## config.mk

```make
export PLATFORM = sky130hd
export DESIGN_NAME = pipe_if_stage_flat
export DESIGN_NICKNAME = d
export VERILOG_FILES = /design/src/rtl/pipe_if_stage_if.sv /design/src/rtl/pipe_if_stage.sv /design/src/flat_wrapper.sv
export SDC_FILE = /design/constraint.sdc
export NUM_CORES = 1
export LEC_CHECK = 0
export CORE_ASPECT_RATIO = 0.8
export CORE_UTILIZATION = 44
export DETAILED_ROUTE_END_ITERATION = 7
export PLACE_DENSITY = 0.77
export SYNTH_ARGS = -nofsm -noshare
export SYNTH_HDL_FRONTEND = slang
export SYNTH_SLANG_ARGS = --single-unit
export TNS_END_PERCENT = 10
```

## constraint.sdc

```tcl
create_clock -name clock -period 2.1 [get_ports clock]
set_input_delay 0.42 -clock clock [delete_from_list [all_inputs] [get_ports clock]]
set_output_delay 0.42 -clock clock [all_outputs]
set_load 0.02 [all_outputs]
```

## src/rtl/pipe_if_stage_if.sv

```systemverilog
// Instruction-memory fetch handshake between pipe_if_stage (master) and the memory (slave).
// req stays high with a stable addr until the cycle ack is high; rdata is only meaningful when ack=1.
interface pipe_if_stage_if;
  logic [31:0] imem_addr;
  logic        imem_req;
  logic [31:0] imem_rdata;
  logic        imem_ack;

  modport master (
    output imem_addr,
    output imem_req,
    input  imem_rdata,
    input  imem_ack
  );

  modport slave (
    input  imem_addr,
    input  imem_req,
    output imem_rdata,
    output imem_ack
  );
endinterface

```

## src/rtl/pipe_if_stage.sv

```systemverilog
// Instruction-fetch stage with IF/ID register, variable-latency req/ack fetch and redirect capture.
// Define IF_FLUSH_EN to squash the delay-slot instruction on a redirected transfer.
module pipe_if_stage #(
  parameter logic [31:0] RESET_PC = 32'h0000_0000,
  parameter logic [31:0] NOP_INST = 32'h0000_0000
) (
  input  logic                  clock,
  input  logic                  reset,
  input  logic [1:0]            pcsource,
  input  logic [31:0]           bpc,
  input  logic [31:0]           da,
  input  logic [31:0]           jpc,
  input  logic                  wpcir,
  pipe_if_stage_if.master       imem,
  output logic [31:0]           dpc4,
  output logic [31:0]           inst,
  output logic [1:0]            dbg_state_o
);

  typedef enum logic [1:0] {
    S_IDLE = 2'd0,
    S_WAIT = 2'd1,
    S_HOLD = 2'd2
  } state_e;

  state_e      state_q, state_d;
  logic [31:0] pc_q, pc_d;
  logic [31:0] dpc4_q, dpc4_d;
  logic [31:0] inst_q, inst_d;
  logic [31:0] buf_q, buf_d;
  logic [31:0] redir_pc_q, redir_pc_d;
  logic        redir_v_q, redir_v_d;

  logic [31:0] pc_plus4;
  logic [31:0] sel_pc;
  logic [31:0] npc;
  logic [31:0] fetched;
  logic        redirect_now;
  logic        transfer;

  assign pc_plus4     = pc_q + 32'd4;
  assign redirect_now = wpcir && (pcsource != 2'b00);

  always_comb begin
    sel_pc = jpc;
    case (pcsource)
      2'b01:   sel_pc = bpc;
      2'b10:   sel_pc = da;
      default: sel_pc = jpc;
    endcase
  end

  // A redirect seen on the transfer cycle itself wins over an older captured one.
  always_comb begin
    npc = pc_plus4;
    if (redirect_now) begin
      npc = sel_pc;
    end else if (redir_v_q) begin
      npc = redir_pc_q;
    end
  end

  always_comb begin
    state_d    = state_q;
    pc_d       = pc_q;
    dpc4_d     = dpc4_q;
    inst_d     = inst_q;
    buf_d      = buf_q;
    redir_pc_d = redir_pc_q;
    redir_v_d  = redir_v_q;
    transfer   = 1'b0;
    fetched    = buf_q;

    case (state_q)
      S_IDLE: begin
        state_d = S_WAIT;
      end
      S_WAIT: begin
        if (imem.imem_ack) begin
          if (wpcir) begin
            transfer = 1'b1;
            fetched  = imem.imem_rdata;
          end else begin
            buf_d   = imem.imem_rdata;
            state_d = S_HOLD;
          end
        end else if (wpcir) begin
          inst_d = NOP_INST;
        end
      end
      S_HOLD: begin
        if (wpcir) begin
          transfer = 1'b1;
          fetched  = buf_q;
          state_d  = S_WAIT;
        end
      end
      default: begin
        state_d = S_IDLE;
      end
    endcase

    if (transfer) begin
      pc_d      = npc;
      dpc4_d    = pc_plus4;
`ifdef IF_FLUSH_EN
      inst_d    = (redirect_now || redir_v_q) ? NOP_INST : fetched;
`else
      inst_d    = fetched;
`endif
      redir_v_d = 1'b0;
    end else if (redirect_now) begin
      redir_pc_d = sel_pc;
      redir_v_d  = 1'b1;
    end
  end

  always_ff @(posedge clock) begin
    if (reset) begin
      state_q    <= S_IDLE;
      pc_q       <= RESET_PC;
      dpc4_q     <= 32'd0;
      inst_q     <= NOP_INST;
      buf_q      <= 32'd0;
      redir_pc_q <= 32'd0;
      redir_v_q  <= 1'b0;
    end else begin
      state_q    <= state_d;
      pc_q       <= pc_d;
      dpc4_q     <= dpc4_d;
      inst_q     <= inst_d;
      buf_q      <= buf_d;
      redir_pc_q <= redir_pc_d;
      redir_v_q  <= redir_v_d;
    end
  end

  assign imem.imem_addr = pc_q;
  assign imem.imem_req  = (state_q == S_WAIT);
  assign dpc4           = dpc4_q;
  assign inst           = inst_q;
  assign dbg_state_o    = state_q;

endmodule

```

## src/flat_wrapper.sv

```systemverilog
// flat-port wrapper written by rule: the top's interface ports become plain ports
module pipe_if_stage_flat 
#(
  parameter logic [31:0] RESET_PC = 32'h0000_0000,
  parameter logic [31:0] NOP_INST = 32'h0000_0000
)
  (clock, reset, pcsource, bpc, da, jpc, wpcir, dpc4, inst, dbg_state_o, imem_imem_addr, imem_imem_req, imem_imem_rdata, imem_imem_ack);
  pipe_if_stage_if imem_i ();
  input  logic clock;
  input  logic reset;
  input  logic [1:0] pcsource;
  input  logic [31:0] bpc;
  input  logic [31:0] da;
  input  logic [31:0] jpc;
  input  logic wpcir;
  output logic [31:0] dpc4;
  output logic [31:0] inst;
  output logic [1:0] dbg_state_o;
  output wire logic [$bits(imem_i.imem_addr)-1:0] imem_imem_addr;
  output wire logic [$bits(imem_i.imem_req)-1:0] imem_imem_req;
  input wire logic [$bits(imem_i.imem_rdata)-1:0] imem_imem_rdata;
  input wire logic [$bits(imem_i.imem_ack)-1:0] imem_imem_ack;
  assign imem_imem_addr = imem_i.imem_addr;
  assign imem_imem_req = imem_i.imem_req;
  assign imem_i.imem_rdata = imem_imem_rdata;
  assign imem_i.imem_ack = imem_imem_ack;
  pipe_if_stage #(.RESET_PC(RESET_PC), .NOP_INST(NOP_INST)) u_core (.clock(clock), .reset(reset), .pcsource(pcsource), .bpc(bpc), .da(da), .jpc(jpc), .wpcir(wpcir), .imem(imem_i), .dpc4(dpc4), .inst(inst), .dbg_state_o(dbg_state_o));
endmodule
```

Word level (Yosys, flattened, before mapping). Cells that the tools add are included.

Output and inout port bits: 99. Bits in registers: 163.

Multiplexer cells: 17. Reductions and logical operators: 10. Equality and inequality tests: 8. Add/subtract/negate cells: 1. Bitwise operators: 2.

Operators with widths (number): two-way mux 32 bit (9); one-hot mux 32 bit (2 select lines) (1); adder 32 x 3 -> 32 bit (second input constant) (1); AND reduction 3 bit (3); two-way mux 2 bit (3); one-hot mux 2 bit (3 select lines) (1); nonzero test 2 bit (3); equality test 2 x 1 -> 1 bit (second input constant) (2); equality test 2 bit (second input constant) (2); inequality test 2 x 1 -> 1 bit (second input constant) (2); inequality test 2 bit (second input constant) (2); logical NOT 2 bit (1); two-way mux 1 bit (2); inverter 1 bit (2); one-hot mux 1 bit (2 select lines) (1); AND reduction 2 bit (1); OR reduction 2 bit (1); logical AND 1 bit (1).

Longest topological paths before layout.
Depth in word-level cells: 5. Mapped depth: 9. Gate-level depth less buffers: 7.

Least setup slack after synthesis. Ideal clock, no wire load.

Path type: reg-to-reg. Start: reg u_core.state_q[1] (netlist: u_core.dbg_state_o[1]). End: reg u_core.inst_q[13] (netlist: u_core.inst[13]). Cell stages (with the launch flop): 10. Arrival: 2.063 ns. Required time: 1.972 ns. Setup slack: -0.090 ns. Path through: dfxtp_1 inv_1 ha_1 a21oi_1 or2_2 clkbuf_1 buf_1 a21oi_1 a21oi_1 nor2_1.

Word-level cells in the longest chain between the ends: 4. Elaborated cells between the ends (all ways): 9.

Ends and longest elaborated chain: start, declared (line pipe_if_stage.sv:26) `state_e state_q, state_d;`; start signal, assigned (line pipe_if_stage.sv:128) `state_q <= state_d;`; equality test 2 x 1 -> 1 bit (*); named net imem_imem_req (line flat_wrapper.sv:20) `output wire logic [$bits(imem_i.imem_req)-1:0] imem_imem_req;`; one-hot mux 1 bit (2 select lines) (line pipe_if_stage.sv:74) `case (state_q)`; inequality test 2 x 1 -> 1 bit (no source line) / nonzero test 2 bit (equally long branches); AND reduction 3 bit (no source line); end signal, assigned (line pipe_if_stage.sv:131) `inst_q <= inst_d;`; end, declared (line pipe_if_stage.sv:29) `logic [31:0] inst_q, inst_d;`.

Mark *: on every way through the listed nets, which the timed path passes. The rest lies on a longest branch. A chain may end at the register's enable or synchronous reset.

Worst setup path after layout.
Start: reg u_core.pc_q[2] (netlist: u_core.imem.imem_addr[2]). End: reg u_core.pc_q[14] (netlist: u_core.imem.imem_addr[14]).

Word-level cells in the longest chain between the ends: 3.

Ends and longest elaborated chain: start, declared (line pipe_if_stage.sv:27) `logic [31:0] pc_q, pc_d;`; start signal, assigned (line pipe_if_stage.sv:129) `pc_q <= pc_d;`; adder 32 x 3 -> 32 bit (line pipe_if_stage.sv:41) `assign pc_plus4 = pc_q + 32'd4;`; two-way mux 32 bit (line pipe_if_stage.sv:58) `end else if (redir_v_q) begin`; two-way mux 32 bit (line pipe_if_stage.sv:56) `if (redirect_now) begin`.

No other way between the ends.

==> impl_results.md <==
- CP Data Required Time: 2.43 ns
- Crit. End Element: flop
- Worst-Skew Late Latency: 0.43 ns
- Fillers: 1536
- Dominant synthesized flop cell: dfxtp_1
- Core area: 18100 um2
- DRT Wirelength: 27600 um
- Comb power frac: 0.194
- Worst-path maximum fanout: 3
- Clock Path Buffers: 2
- Synth Register Bits: 163
- Fin. max-slew vios: 0
- Row count: 44
- Leak: 4.30 nW
- Die H: 124 um
- Crit Path Class: reg -> reg
- Startpoint types: flop
- Initial Utilization: 0.450
- Cell count after synthesis: 1099
- Post-synth EDFFs: 0
- Register share of total power: 0.402
- Period utilization: 0.984
- Post-place instance area: 11500 um2
- Syn_area_per_cell: 7.42 um2
- CTS root buffer: clkbuf_16
- Detailed Route Iter0 Violations: 928
- Die width: 154 um
- Final setup margin: 0.0326 ns
- Worst hold path type: reg -> reg
- Sink Count: 163
- Fin Setup TNS: 0 ns
- VDD IR max: 0.544 mV
- CTS tree: done
- Ant. Diodes: 0
- GRT Overall Usage: 0.288
- Cells after DPL: 1580
- Finished Layout Cells: 1613
- Final Setup Violations: 0
- Switching share of power: 0.282
- Initial antenna violation count: 0
- Pwr Density: 676 nW/um2
- Area growth, synth to finish: 49.1%
- Minimum clock period: 2.07 ns
- Clk_skew: 0.0102 ns
- Design area: 12200 um2
- Vias: 9090
- H-tree levels: 4
- Result of the run: finished, final reports clean
- Post-layout nets: 1512
- Finished Core Util: 0.671
- Post-synthesis sequential area ratio: 0.400
- Post-synthesis cell area: 8150 um2
- Placer congestion estimate: 0.921
- Routed len/inst: 17.1 um
- Tightest Pin Transition: 0.550 ns
- RSZ-0062 raised after global routing: true
- Num CTS Buffers: 17
- DR DRC count: 0
- Vias in the first global route: 8240
- DR pass1 iterations: 5
- Max Cap Viol: 0
- First-pass GRT wire length: 43000 um
- Vias per inst: 5.64
- HPWL Detailed: 20100 um
- Worst endpoint data arrival time: 2.40 ns
- Clk pwr share: 0.404
- Share of cells above drive strength 1: 0.135
- Slew headroom: 0.630
- IO Port Bufs: 232
- Synth cell types: 59
- Post-DRT Antenna Nets: 0
- Synth warn: 0
- Die area: 19100 um2
- Mapped Nets: 1240
- Peak Freq: 484 MHz
- CTS clk-pin slew, worst paths: 0.06 ns
- CTS Hold Bufs: 0
- Pre-CTS setup slack: -0.437 ns
- Largest net degree at the start of global routing: 105
- Post-synth ARST share: 0
- GRT overflow: 0
- Num ports: 233
- Fin. Hold Viols: 0
- P_sw: 2.32 mW
- Internal Power: 5.89 mW
-- power by group through the flow --
stage | Combinational [mW] | Sequential, mW | Clock, mW
floorplan | 0.689 | 3.41 | 0
global placement | 1.54 | 3.36 | 0
detailed placement | 1.56 | 3.36 | 0
CTS | 1.57 | 3.29 | 3.36
global route | 1.72 | 3.31 | 3.49
finish | 1.59 | 3.30 | 3.32
-- state kept, by name, summed over array words and instances (netlist names) --
name / cells
u_core.buf_q: 32
u_core.dbg_state_o: 2
u_core.dpc4: 32
u_core.imem.imem_addr: 32
u_core.inst: 32
u_core.redir_pc_q: 32
u_core.redir_v_q: 1
-- cells in the mapped netlist, types with 6 or more instances --
cell	number	area share
o21ai_0	34	0.021
xnor2_1	21	0.023
and3_1	12	0.0092
a31oi_1	9	0.0069
nand4_1	6	0.0046
a211oi_1	44	0.041
xor2_1	7	0.0075
nand3_1	14	0.0086
nor3_1	9	0.0055
a221oi_1	6	0.0064
ha_1	7	0.011
nand2_1	219	0.10
a21oi_1	187	0.11
nand3b_1	7	0.0064
a22oi_1	32	0.029
buf_1	8	0.0037
dfxtp_1	163	0.40
inv_1	15	0.0069
nor4_1	6	0.0046
clkbuf_1	73	0.034
nor2_1	128	0.059
-- cell type report --
cell class,count,area (um2),area share
multi-input combinational,825,4480,0.369
timing repair buffer,347,3430,0.282
sequential,163,3270,0.269
clock buffer,17,425,0.0350
tap,230,288,0.0237
clock inverter,14,191,0.0158
inverter,17,63.8,0.00525
-- metal layers --
| layer | track usage | share of wire |
|---|---|---|
| met1 | 0.413 | 0.46 |
| met2 | 0.421 | 0.43 |
| met3 | 0.0818 | 0.10 |
| met4 | 0.0731 | 0.010 |
| met5 | 0 | 0 |
-- stage by stage --
stage,hold slack (ns),power (mW)
after floorplan,0.432,4.10
after global placement,0.438,4.90
after detailed placement,0.444,4.93
after CTS,0.453,8.22
after global routing,0.472,8.52
final,0.453,8.21
-- path summary, 6_finish.rpt --
path,start,to,slack (ns),cells past startpoint
worst min-delay path,u_core.redir_pc_q[14],u_core.redir_pc_q[14],0.45,2
worst max-delay path,u_core.imem.imem_addr[2],u_core.imem.imem_addr[14],0.03,7
worst max register to register,u_core.imem.imem_addr[2],u_core.imem.imem_addr[14],0.03,7
worst min register to register,u_core.redir_pc_q[14],u_core.redir_pc_q[14],0.45,2
-- worst max-delay path, cell delays in order (launching register included) --
cell and delay (ns):
dfxtp_2 0.34, ha_2 0.19, nand3_1 0.10, or4_2 0.64
xor2_1 0.16, buf_4 0.16, a21o_1 0.18, a211oi_1 0.21
-- cell families after synthesis --
group,after synthesis,share of synthesized area
buffers and inverters,111,0.0582
XOR/XNOR,28,0.0301
adder cells (fa/ha/maj),7,0.0107
multiplexers,2,0.00246
AND/OR/NAND/NOR,427,0.226
flip-flops,163,0.400
AO/OA/AOI/OAI,361,0.272
-- cells in the final DEF, fill, tap and decap left out, types with 5 or more instances in the layout --
master and count:
xor2_1 7, nand3_1 14, clkdlybuf4s50_1 230, buf_4 96, buf_12 19, or3_1 5, o32ai_1 5, a21oi_1 184
a31oi_1 9, ha_1 5, nor3_1 9, clkbuf_16 17, nand4_1 6, dfxtp_1 154, nand3b_1 7, xnor2_1 21
dfxtp_2 9, a211oi_1 44, and3_1 12, a22oi_1 32, nor2_1 126, o31a_1 5, inv_6 7, a221oi_1 6
o21ai_0 32, nand2_1 219, inv_1 15
-- repair_timing --
action / in CTS / in global routing
resized for setup: 3 / 16
gates cloned: 0 / 0
setup buffers: 0 / 2
pin swaps: 0 / 1
endpoints found under the setup margin: 9 / 49
No activity file was read; power rests on OpenSTA's default activity.
==> edit, RTL diff (same flow settings) <==
Reset style: asynchronous (`reset`), changed in one clocked block.
--- a/src/rtl/pipe_if_stage.sv
+++ b/src/rtl/pipe_if_stage.sv
@@ -115,7 +115,7 @@
     end
   end
 
-  always_ff @(posedge clock) begin
+  always_ff @(posedge clock or posedge reset) begin
     if (reset) begin
       state_q    <= S_IDLE;
       pc_q       <= RESET_PC;
Function: differs if reset is asserted again (counterexample within 4 cycles, from zero or initial values and one cycle with reset high); with reset held inactive, the same outputs for 4 cycles.
==> edit against the original RTL <==
  * Synthesized area is 2.7% higher
  * Wire length fell by 5.9%
  * Worst setup slack improved by 3.3 ps
  * Sequential cell count is the same
  * Cell area is 1.9% higher
  * Critical endpoint is now imem_imem_addr[2]
Power is not compared: it rests on default switching activity, and its combinational part moved more than twofold at a synthesized area within 25%.
==> edit: results (changes against the original RTL) <==
DP Wirelength - 18.8 mm (-6.2%)
post-synthesis mux area share - 0.0671 (+0.0647)
Async S/R FF share, synth - 1.00 (+1.00)
vias in the first global route - 7,735 (-6.1%)
top post-synthesis cells by area - dfrtp_1, o21ai_0, mux2_2
R2R cell count - 8 (+1)
Final #Nets - 1,318 (-13%)
Reg2Reg Setup Slack - 60 ps (+30 ps)
final worst clock skew - 9.13 ps (-1.09 ps)
drt pass-1 iters - 7 (+2)
DR iter-0 viols - 669 (-28%)
Placed Instance Area - 11,700 um^2 (+2.0%)
post-synthesis xor/xnor area fraction - 0.0272 (-0.00288)
compound-gate portion of the synthesized area - 0.217 (-0.0554)
Top FF cell, synth - dfrtp_1
status - completed
minimum hold slack - 369 ps (-83.3 ps)
Placer Congestion - 0.920 (-0.16%)
syn_area_per_cell - 9.39 um^2 (+27%)
pre-CTS setup slack - -462 ps (-25.0 ps)
crit share post-route - 0.983 (-0.00159)
Worst Path Max Fanout - 4 (+1)
met2 GRT Util - 0.402 (-0.0198)
crit path from - u_core.imem.imem_addr[2]
most frequent cells after synthesis - dfrtp_1, o21ai_0, nand2_1
GRT Resource Usage Total - 0.275 (-0.0123)
layout cells sized above 1 - 0.181 (+0.0455)
met2 WL - 11.4 mm (-3.3%)
DR vias/cell - 5.61 (-0.50%)
crit path DAT - 1640 ps (-760 ps)
-- edit: changes by cell type in the layout (fill, tap and decap cells not counted), moves of 25 or more --
cell	before	now
a211oi_1	44	4
dfxtp_1	154	0
nor2_1	126	48
dfrtp_1	0	163
o21ai_0	32	128
mux2_2	0	49
a21oi_1	184	52
nand3b_1	7	32
nand2_1	219	116
-- edit: critical path: stages (launching register included) --
cell             delay (ps)
dfrtp_1                 410
buf_4                   160
clkdlybuf4s50_1         640
-- edit: final cells by class --
cell class / count / area [um^2] / area share
flip-flops and latches: 163 / 4080 / 0.329
well taps: 253 / 317 / 0.0256
clock buffers: 17 / 425 / 0.0344
inverters: 12 / 48.8 / 0.00394
repair buffers: 339 / 3310 / 0.268
clock inverters: 15 / 130 / 0.0105
multi-input cells: 644 / 4070 / 0.329
